`src/rtl/dff_arb_pkg.sv`:
```
// Shared types and helpers for the round-robin D flip-flop arbiter.
package dff_arb_pkg;

    // Sequencer states: IDLE arbitrates, LOAD lets the register sample ff_d,
    // CAPT reads the register back and issues the response.
    typedef enum logic [1:0] {
        IDLE = 2'd0,
        LOAD = 2'd1,
        CAPT = 2'd2
    } arb_state_t;

    // Widest request vector the reference picker function accepts.
    localparam int MAX_REQ = 32;

    // Reference round-robin pick: returns the first valid index at or above
    // ptr, wrapping modulo num. Returns ptr when nothing is valid.
    function automatic int unsigned rr_pick(
        input logic [MAX_REQ-1:0] valid,
        input int unsigned        ptr,
        input int unsigned        num
    );
        int unsigned idx;
        bit          found;
        rr_pick = ptr;
        found   = 1'b0;
        for (int unsigned i = 0; i < MAX_REQ; i++) begin
            if (i < num && !found) begin
                idx = ptr + i;
                if (idx >= num) begin
                    idx = idx - num;
                end
                if (valid[idx]) begin
                    rr_pick = idx;
                    found   = 1'b1;
                end
            end
        end
    endfunction

endpackage

```
`src/rtl/dff_rr_arbiter_rr_picker.sv`:
```
// Combinational round-robin picker: rotate the request vector so the
// priority pointer sits at bit 0, take the lowest set bit, rotate the
// result back into absolute requester numbering.
module rr_picker #(
    parameter  int NUM_REQ = 4,
    localparam int ID_W    = $clog2(NUM_REQ)
) (
    input  logic [NUM_REQ-1:0] i_valid,
    input  logic [ID_W-1:0]    i_ptr,
    output logic [NUM_REQ-1:0] o_grant,
    output logic [ID_W-1:0]    o_idx,
    output logic               o_any_valid
);
    import dff_arb_pkg::*;

    logic [NUM_REQ-1:0] w_rot;
    logic [ID_W-1:0]    w_enc;
    logic [ID_W:0]      w_sum;
    int                 w_src;

    // Rotate, priority-encode in rotated space, then map back to an absolute index.
    always_comb begin
        w_rot       = '0;
        w_enc       = '0;
        w_sum       = '0;
        w_src       = 0;
        o_grant     = '0;
        o_idx       = '0;
        o_any_valid = |i_valid;

        for (int i = 0; i < NUM_REQ; i++) begin
            w_src = i + int'(i_ptr);
            if (w_src >= NUM_REQ) begin
                w_src = w_src - NUM_REQ;
            end
            w_rot[i] = i_valid[w_src];
        end

        // Scan downward so the lowest set bit in rotated order wins.
        for (int i = NUM_REQ - 1; i >= 0; i--) begin
            if (w_rot[i]) begin
                w_enc = ID_W'(i);
            end
        end

        w_sum = {1'b0, w_enc} + {1'b0, i_ptr};
        if (w_sum >= (ID_W + 1)'(NUM_REQ)) begin
            w_sum = w_sum - (ID_W + 1)'(NUM_REQ);
        end
        o_idx = w_sum[ID_W-1:0];

        for (int i = 0; i < NUM_REQ; i++) begin
            o_grant[i] = o_any_valid && (o_idx == ID_W'(i));
        end
    end

endmodule

```
`src/rtl/dff_rr_arbiter.sv`:
```
// Round-robin front end for a single external D flip-flop register.
// Each accepted request writes the register, reads it back two cycles
// later and returns the read value with a mismatch flag.
module dff_rr_arbiter #(
    parameter  int NUM_REQ = 4,
    parameter  int DATA_W  = 8,
    localparam int ID_W    = $clog2(NUM_REQ)
) (
    input  logic                      clk,
    input  logic                      reset_n,
    input  logic [NUM_REQ-1:0]        req_valid,
    input  logic [NUM_REQ*DATA_W-1:0] req_data,
    output logic [NUM_REQ-1:0]        req_ready,
    output logic [DATA_W-1:0]         ff_d,
    input  logic [DATA_W-1:0]         ff_q,
    output logic                      rsp_valid,
    output logic [ID_W-1:0]           rsp_id,
    output logic [DATA_W-1:0]         rsp_data,
    output logic                      rsp_err,
    output logic                      busy
);
    import dff_arb_pkg::*;

    arb_state_t          r_state;
    logic [ID_W-1:0]     r_rr_ptr;
    logic [ID_W-1:0]     r_cur_id;
    logic [DATA_W-1:0]   r_ff_d;
    logic                r_rsp_valid;
    logic [ID_W-1:0]     r_rsp_id;
    logic [DATA_W-1:0]   r_rsp_data;
    logic                r_rsp_err;

    logic [NUM_REQ-1:0]  w_grant;
    logic [ID_W-1:0]     w_win_idx;
    logic                w_any_valid;
    logic [DATA_W-1:0]   w_win_data;
    logic [ID_W-1:0]     w_ptr_nxt;
    logic [ID_W:0]       w_ptr_sum;
    logic                w_accept;

    rr_picker #(
        .NUM_REQ     (NUM_REQ)
    ) u_picker (
        .i_valid     (req_valid),
        .i_ptr       (r_rr_ptr),
        .o_grant     (w_grant),
        .o_idx       (w_win_idx),
        .o_any_valid (w_any_valid)
    );

    // Grant gating, winner data mux and next priority pointer.
    always_comb begin
        w_accept   = (r_state == IDLE) && w_any_valid;
        req_ready  = (r_state == IDLE) ? w_grant : '0;
        busy       = (r_state != IDLE);

        w_win_data = '0;
        for (int i = 0; i < NUM_REQ; i++) begin
            if (w_win_idx == ID_W'(i)) begin
                w_win_data = req_data[i*DATA_W +: DATA_W];
            end
        end

        // Pointer moves one past the winner so it drops to lowest priority.
        w_ptr_sum = {1'b0, w_win_idx} + (ID_W + 1)'(1);
        if (w_ptr_sum >= (ID_W + 1)'(NUM_REQ)) begin
            w_ptr_sum = '0;
        end
        w_ptr_nxt = w_ptr_sum[ID_W-1:0];
    end

    // Sequencer, register write path and response capture.
    always_ff @(posedge clk or negedge reset_n) begin
        if (!reset_n) begin
            r_state     <= IDLE;
            r_rr_ptr    <= '0;
            r_cur_id    <= '0;
            r_ff_d      <= '0;
            r_rsp_valid <= 1'b0;
            r_rsp_id    <= '0;
            r_rsp_data  <= '0;
            r_rsp_err   <= 1'b0;
        end else begin
            r_rsp_valid <= 1'b0;
            case (r_state)
                IDLE: begin
                    if (w_accept) begin
                        r_ff_d   <= w_win_data;
                        r_cur_id <= w_win_idx;
                        r_rr_ptr <= w_ptr_nxt;
                        r_state  <= LOAD;
                    end
                end
                LOAD: begin
                    r_state <= CAPT;
                end
                CAPT: begin
                    r_rsp_valid <= 1'b1;
                    r_rsp_id    <= r_cur_id;
                    r_rsp_data  <= ff_q;
                    r_rsp_err   <= (ff_q != r_ff_d);
                    r_state     <= IDLE;
                end
                default: begin
                    r_state <= IDLE;
                end
            endcase
        end
    end

    assign ff_d      = r_ff_d;
    assign rsp_valid = r_rsp_valid;
    assign rsp_id    = r_rsp_id;
    assign rsp_data  = r_rsp_data;
    assign rsp_err   = r_rsp_err;

endmodule

```
`config.mk`:
```
export PLATFORM = sky130hd
export DESIGN_NAME = dff_rr_arbiter
export DESIGN_NICKNAME = d
export VERILOG_FILES = /design/src/rtl/dff_arb_pkg.sv /design/src/rtl/dff_rr_arbiter_rr_picker.sv /design/src/rtl/dff_rr_arbiter.sv
export SDC_FILE = /design/constraint.sdc
export NUM_CORES = 1
export LEC_CHECK = 0
export ABC_AREA = 1
export CAP_MARGIN = 20
export CORE_MARGIN = 4
export CORE_UTILIZATION = 42
export DETAILED_ROUTE_END_ITERATION = 8
export GPL_ROUTABILITY_DRIVEN = 0
export PLACE_DENSITY = 0.77
export SYNTH_ARGS = -nofsm -noshare
export SYNTH_HDL_FRONTEND = slang
export SYNTH_SLANG_ARGS = --single-unit
export TNS_END_PERCENT = 50
```
`constraint.sdc`:
```
create_clock -name clk -period 3.45 [get_ports clk]
set_input_delay 0.69 -clock clk [delete_from_list [all_inputs] [get_ports clk]]
set_output_delay 0.69 -clock clk [all_outputs]
set_load 0.05 [all_outputs]
```
# == Word-level counts from Yosys, hierarchy flattened ==
# Cells that the tools add are included.
# totals
wordCells,75
register_bits,26
output_inout_bits,25
in_bits,46
# classes
reduce_logical,10
add_sub_neg,10
n_lt_le_gt_ge,10
eq_ne,7
muxes,30
# ops
cell,n
32-bit by 4-bit less-than comparator with 1-bit output (second input constant),4
32-bit 2-to-1 mux,4
32-bit by 4-bit greater-or-equal comparator with 1-bit output (second input constant),3
32-bit by 4-bit subtractor with 32-bit output (second input constant),3
8-bit 2-to-1 mux,4
2-bit 2-to-1 mux,7
1-bit 2-to-1 mux,9
1-bit binary-select mux with 2-bit select,4
8-bit inequality test,1
2-bit by 2-bit adder with 3-bit output (first input constant),2
2-bit == test (second input constant),3
3-bit greater-or-equal comparator (second input constant),2
1-bit logical AND,5
2-bit by 1-bit == test with 1-bit output (second input constant),2
2-bit logical NOT,2
4-bit 2-to-1 mux,1
2-bit one-hot mux with 2 select lines,1
4-bit OR reduction,1
2-bit by 3-bit subtractor with 4-bit output (second input constant),1
1-bit by 2-bit adder with 3-bit output (first input constant),1
2-bit by 1-bit adder with 3-bit output (second input constant),1
2-bit by 2-bit adder with 3-bit output,1
2-bit by 3-bit greater-or-equal comparator with 1-bit output (second input constant),1
2-bit inequality test (second input constant),1
other kinds (3),3

# == Longest topological paths before layout ==
# logic_depth
word_depth,18
depth_mapped,21
mapped_depth_nobuf,19

# == Cells and area by module ==
# Synthesis repeated with hierarchy kept, for this count alone.
# unflattened
hier_cells,271
hier_area_um2,1823.0
# modules_own_cells
module,seq_area_each_um2,instances,cells_each,area_per_inst_um2
dff_rr_arbiter,650.6,1,209,1500.2
rr_picker,0.0,1,62,322.8

# == Worst setup path before layout ==
# OpenSTA, ideal clock, no wires.
# synth_path
path_kind,in2out
from,input req_valid[0]
to,output req_ready[1]
cell_stages,16
arrival_ps,2906
required_ps,2760
path_buffers,1
setup_slack_ps,-146
path_cell_list,inv_1 nand2_1 nand2_1 nand2_1 a31oi_1 nor2_1 ha_1 xor2_1 inv_1 nand3_1 nand2_2 inv_1 ha_1 buf_2 clkinv_1 nor2_1
# synth_via
elab_chain_cells,13
elab_cells_between_ends,24
cone_classes,add/sub: 2; order compare: 1; eq/ne: 1; mux: 18; reduce/logical: 2
# synth_rtl
item,line_no,rtl
"start, declared",dff_rr_arbiter.sv:11,"input logic [NUM_REQ-1:0] req_valid,"
1-bit binary-select mux with 2-bit select,dff_rr_arbiter_rr_picker.sv:36,w_rot[i] = i_valid[w_src];
1-bit 2-to-1 mux (implied by the code) (2 in series),dff_rr_arbiter_rr_picker.sv:36,
2-bit 2-to-1 mux (3 in series),dff_rr_arbiter_rr_picker.sv:41,if (w_rot[i]) begin
2-bit 2-to-1 mux *,dff_rr_arbiter_rr_picker.sv:41,
2-bit by 2-bit adder with 3-bit output *,dff_rr_arbiter_rr_picker.sv:46,"w_sum = {1'b0, w_enc} + {1'b0, i_ptr};"
3-bit greater-or-equal comparator or 2-bit by 1-bit subtractor with 2-bit output (tied branches),"dff_rr_arbiter_rr_picker.sv:47, dff_rr_arbiter_rr_picker.sv:48",
2-bit 2-to-1 mux *,dff_rr_arbiter_rr_picker.sv:47,if (w_sum >= (ID_W + 1)'(NUM_REQ)) begin
named net u_picker.o_idx[1],dff_rr_arbiter_rr_picker.sv:11,"output logic [ID_W-1:0] o_idx,"
2-bit by 1-bit == test with 1-bit output *,dff_rr_arbiter_rr_picker.sv:53,o_grant[i] = o_any_valid && (o_idx == ID_W'(i));
1-bit logical AND *,dff_rr_arbiter_rr_picker.sv:53,
4-bit 2-to-1 mux *,dff_rr_arbiter.sv:54,req_ready = (r_state == IDLE) ? w_grant : '0;
"end, declared",dff_rr_arbiter.sv:13,"output logic [NUM_REQ-1:0] req_ready,"
# Mark *: on every way through the listed nets, which the timed path passes. The rest lies on a longest branch. The select of a mux whose other input is x is not followed.

# == Final worst setup path ==
# layout_path
from,input req_valid[3]
to,output req_ready[3]
# layout_via
elab_chain_cells,13
elab_cells_between_ends,24
cone_classes,add/sub: 2; order compare: 1; eq/ne: 1; mux: 18; reduce/logical: 2
# layout_rtl
item,line_no
1-bit binary-select mux with 2-bit select,dff_rr_arbiter_rr_picker.sv:36
1-bit 2-to-1 mux (implied by the code) (2 in series),dff_rr_arbiter_rr_picker.sv:36
2-bit 2-to-1 mux (3 in series),dff_rr_arbiter_rr_picker.sv:41
2-bit 2-to-1 mux *,dff_rr_arbiter_rr_picker.sv:41
2-bit by 2-bit adder with 3-bit output *,dff_rr_arbiter_rr_picker.sv:46
3-bit greater-or-equal comparator or 2-bit by 1-bit subtractor with 2-bit output (tied branches),"dff_rr_arbiter_rr_picker.sv:47, dff_rr_arbiter_rr_picker.sv:48"
2-bit 2-to-1 mux *,dff_rr_arbiter_rr_picker.sv:47
named net u_picker.o_idx[1],dff_rr_arbiter_rr_picker.sv:11
2-bit == test *,dff_rr_arbiter_rr_picker.sv:53
1-bit logical AND *,dff_rr_arbiter_rr_picker.sv:53
4-bit 2-to-1 mux *,dff_rr_arbiter.sv:54
# Marked as above.

==> implementation parameters <==
Parameter                              Value

Floorplanning
  Ports ... between 70 and 80
  Row count ... 22
  Initial core utilization ... 0.440
  Die Ht ... 70.1 µm
  Die area ... 0.00492 mm²
  Die Span X ... between 70 and 80 µm
  Core Box Area ... 0.00369 mm²

Setup path
  Delay of the slowest critical-path stage ... between 200 and 250 ps
  Critical path buffers and inverters ... 5
  Max stage delay cell, worst path ... dlygate4sd2_1
  Worst-case reg-to-reg path depth ... 17
  Critical register-to-register path startpoint ... r_rr_ptr[1]
  Critical path's most frequent cell ... nand2_1
  Cell Chain, Critical Path ... dlygate4sd2_1, inv_2, nand2_1, nand2_1, nand2_1, nand2_1, a31oi_1, nor2_1, ha_2, xor2_2, inv_1, nand3_2, nand2_4, ha_1, inv_1, nor2_4, buf_12
  Flop2flop setup slack ... 770 ps
  CP delay by family, top ... simple AND/OR/NAND/NOR gates
  Critical path capture point type ... output pin
  Classification of the worst setup path ... input port to output pin
  Critical Path AT ... 2630 ps
  Required time of the critical path ... around 2800 ps
  Crit-path max FO ... 4
  Crit path launch type ... input port
  Worst R2R End ... ff_d[7]

STA
  Part of the cycle the worst path needs ... 0.962
  Max transition margin ... 0.649
  Final-report setup violation count ... 0
  Worst hold-check slack ... 459 ps
  Final count of pins violating max slew ... 0
  FMAX ... 0.301 GHz
  RSZ-0062 raised after global routing ... no
  Worst-margin pin slew ... 525 ps
  Clock tree skew after final layout ... 3.87 ps
  Final hold vios ... 0
  Final critical delay including setup and external delays ... approximately 3300 ps
  PnR worst setup slack ... around 130 ps

Cells and area
  FILL cells ... between 300 and 400
  Top library cells by usage in the layout, fill and taps aside ... nand2_1 (82), clkdlybuf4s50_1 (62), nand3_1 (25), dfrtp_1 (25), inv_1 (14)
  Share of final-layout standard cells stronger than drive strength 1 ... 0.185
  Final std cells w/o fill ... 351
  Signed area change from the synthesized netlist to the final layout ... 60.4%
  Nets ... between 300 and 400
  Leading cell type in the layout, fill and taps excluded ... nand2_1
  Number of antenna repair diodes ... 0

Synthesis
  Area of the mapped netlist ... 0.00162 mm²
  Simple-gate share of the synthesized area ... 0.373
  Mean cell area of the mapped netlist ... approximately 7.3 µm²
  Post-synth cell types ... 24
  Synth Area in Compound Gates ... 0.0756
  Number of warning messages in the yosys log ... 0
  Multiplexer fraction of the synthesized cell area ... 0
  FFs w/ async S/R, synth ... 1.00
  Share of the synthesized netlist area taken by xor and xnor gates ... 0.0270
  Library cell with the largest summed area after synthesis ... dfrtp_1
  Post-synthesis instance total ... 223
  Share of the yosys chip area belonging to registers ... 0.401
  Dominant cells by area after synthesis ... dfrtp_1 (40%), nand2_1 (19%), nand3_1 (8.0%)
  Most instantiated flip-flop cell in the synthesis netlist ... dfrtp_1
  Number of synthesized flops with an enable pin ... 0
  Largest family of logic cells by synthesized area ... simple AND/OR/NAND/NOR gates
  Post-synthesis sequential element count ... 26
  Post-synth top area share ... 0.401
  Adder-cell share of the synthesized area ... 0.0386
  Post-synth net total ... approximately 270

Global route
  Via count of the first global-routing pass ... 1577
  Residual overflow from global routing ... 0
  First-pass GRT wire length ... 7110 µm
  Global-route usage over all layers ... 0.176
  Largest net degree at the start of global routing ... 27
  Number of antenna violations at the first check in global routing ... 0

Clock network
  CTS Buf Count ... 3
  H-tree levels ... 1
  Clock tree sinks ... 26
  Cell at the root of the clock tree ... clkbuf_8
  TritonCTS clock tree ... done
  Clock transition at the register clock pins on the worst setup and hold paths after CTS ... 80 ps
  Count of hold-fix buffers inserted at cts ... 0
  Buffer levels on the longest clock path ... 2
  Worst-Skew Late Latency ... 260 ps

Routing
  Met1 WL ... 1830 µm
  Drc violations ... 0
  Iteration count of the initial detailed-routing pass ... 4
  Final routed wirelength across all metal layers ... ~4300 µm
  Post-detailed-route via-to-cell ratio ... 4.74
  Routed WL per cell ... 12.2 µm
  Final ANT Viol Nets ... 0
  1st-iter DRT viols ... 115
  Total length of routed met2 wires ... ~2200 µm
  Detailed-routed wire length on met3 ... 202 µm
  Highest metal layer with signal wires ... met4
  DR vias ... between 1500 and 2000

Placed design
  Count of buffers from port buffering ... 70
  Detailed placer's ending HPWL ... 3370 µm
  Worst setup slack before clock tree synthesis ... -230 ps
  Count of placed standard cells including taps ... 344

Job
  Max cap viols ... 0

Hold path
  Worst hold stages ... 1
  Worst Hold Launch ... r_state[1]
  Hold EP ... r_state[1]
  Class of the tightest hold or removal check ... flop to flop

Status
  Status ... finished clean
logic make-up after synthesis:
| kind of cell | after synthesis |
|---|---|
| and+or+nand+nor | 138 |
| buffers and inverters | 30 |
| adders and majority gates | 5 |
| AOI/OAI and AO/OA | 19 |
| xor gates and xnor gates | 5 |
| DFF | 26 |
what timing repair did:
| item | 4_1_cts | 5_1_grt |
|---|---|---|
| endpoints found under the hold margin | 0 | 0 |
| pin swaps | 7 | 4 |
| setup buffers | 2 | 1 |
| endpoints found under the setup margin | 4 | 4 |
| gates resized for setup | 23 | 4 |
how the worst max path moves through the flow:
stage / start / endpoint / slack, ps / depth (start not counted)
global placement: req_valid[1] / req_ready[1] / -110 / 18
CTS: req_valid[1] / req_ready[1] / 130 / 18
floorplan: req_valid[0] / req_ready[2] / -110 / 15
global route: req_valid[3] / req_ready[1] / 20 / 18
finish: req_valid[3] / req_ready[3] / 130 / 17
detailed placement: req_valid[1] / req_ready[1] / -230 / 18
stage by stage:
step	instance area, µm²	utilization	TNS, ps
after detailed placement	2460	0.666	-695
after CTS	2580	0.699	0
final	2600	0.705	0
after global routing	2600	0.705	0
after global placement	2460	0.666	-357
after floorplan	1620	-	-183
cells in the mapped netlist (2+ instances only):
library cell  number
nand2_1           82
dfrtp_1           26
nor2_2             2
nor2_1            10
o21ai_0            6
clkbuf_1           3
buf_2              2
or2_2              3
clkinv_1           2
o211ai_1           9
a31oi_1            2
ha_1               5
xor2_1             5
nand3_1           26
buf_6              2
nand2_2           10
inv_1             19
nand4_1            3
routing by layer:
metal,up-vias,GRT usage
met5,-,0
met4,0,0.0787
met3,6,0.0201
met2,53,0.300
met1,736,0.224
li1,867,-
flip-flops by register name, summed over array words and instances, names as in the netlist:
signal     count
ff_d           8
rsp_data       8
r_cur_id       2
r_rr_ptr       2
r_state        2
rsp_id         2
rsp_err        1
rsp_valid      1
layout make-up:
cell class / instances / area (µm²) / area share
flip-flops and latches: 26 / 652 / 0.251
clock buffers: 4 / 55.1 / 0.0212
inverters: 23 / 103 / 0.0394
multi-input cells: 167 / 898 / 0.345
repair buffers: 83 / 833 / 0.320
well taps: 48 / 60.1 / 0.0231
worst register-to-register path: stages, from the launching register on:
cell      delay, ps
dfrtp_1         530
inv_2           110
nand2_1          90
nand2_2          50
nand2_1          70
nand2_2          50
a31oi_1         150
nor2_1           70
ha_2            180
xor2_2          140
inv_1            80
nand3_2         100
nand2_4          80
ha_1            200
buf_4           140
nor2_2          270
o211ai_1        180
o211ai_1        110
Power is left out: the tool's default activity adds up to more than one toggle a clock period on the data nets, which glitch-free logic cannot reach.
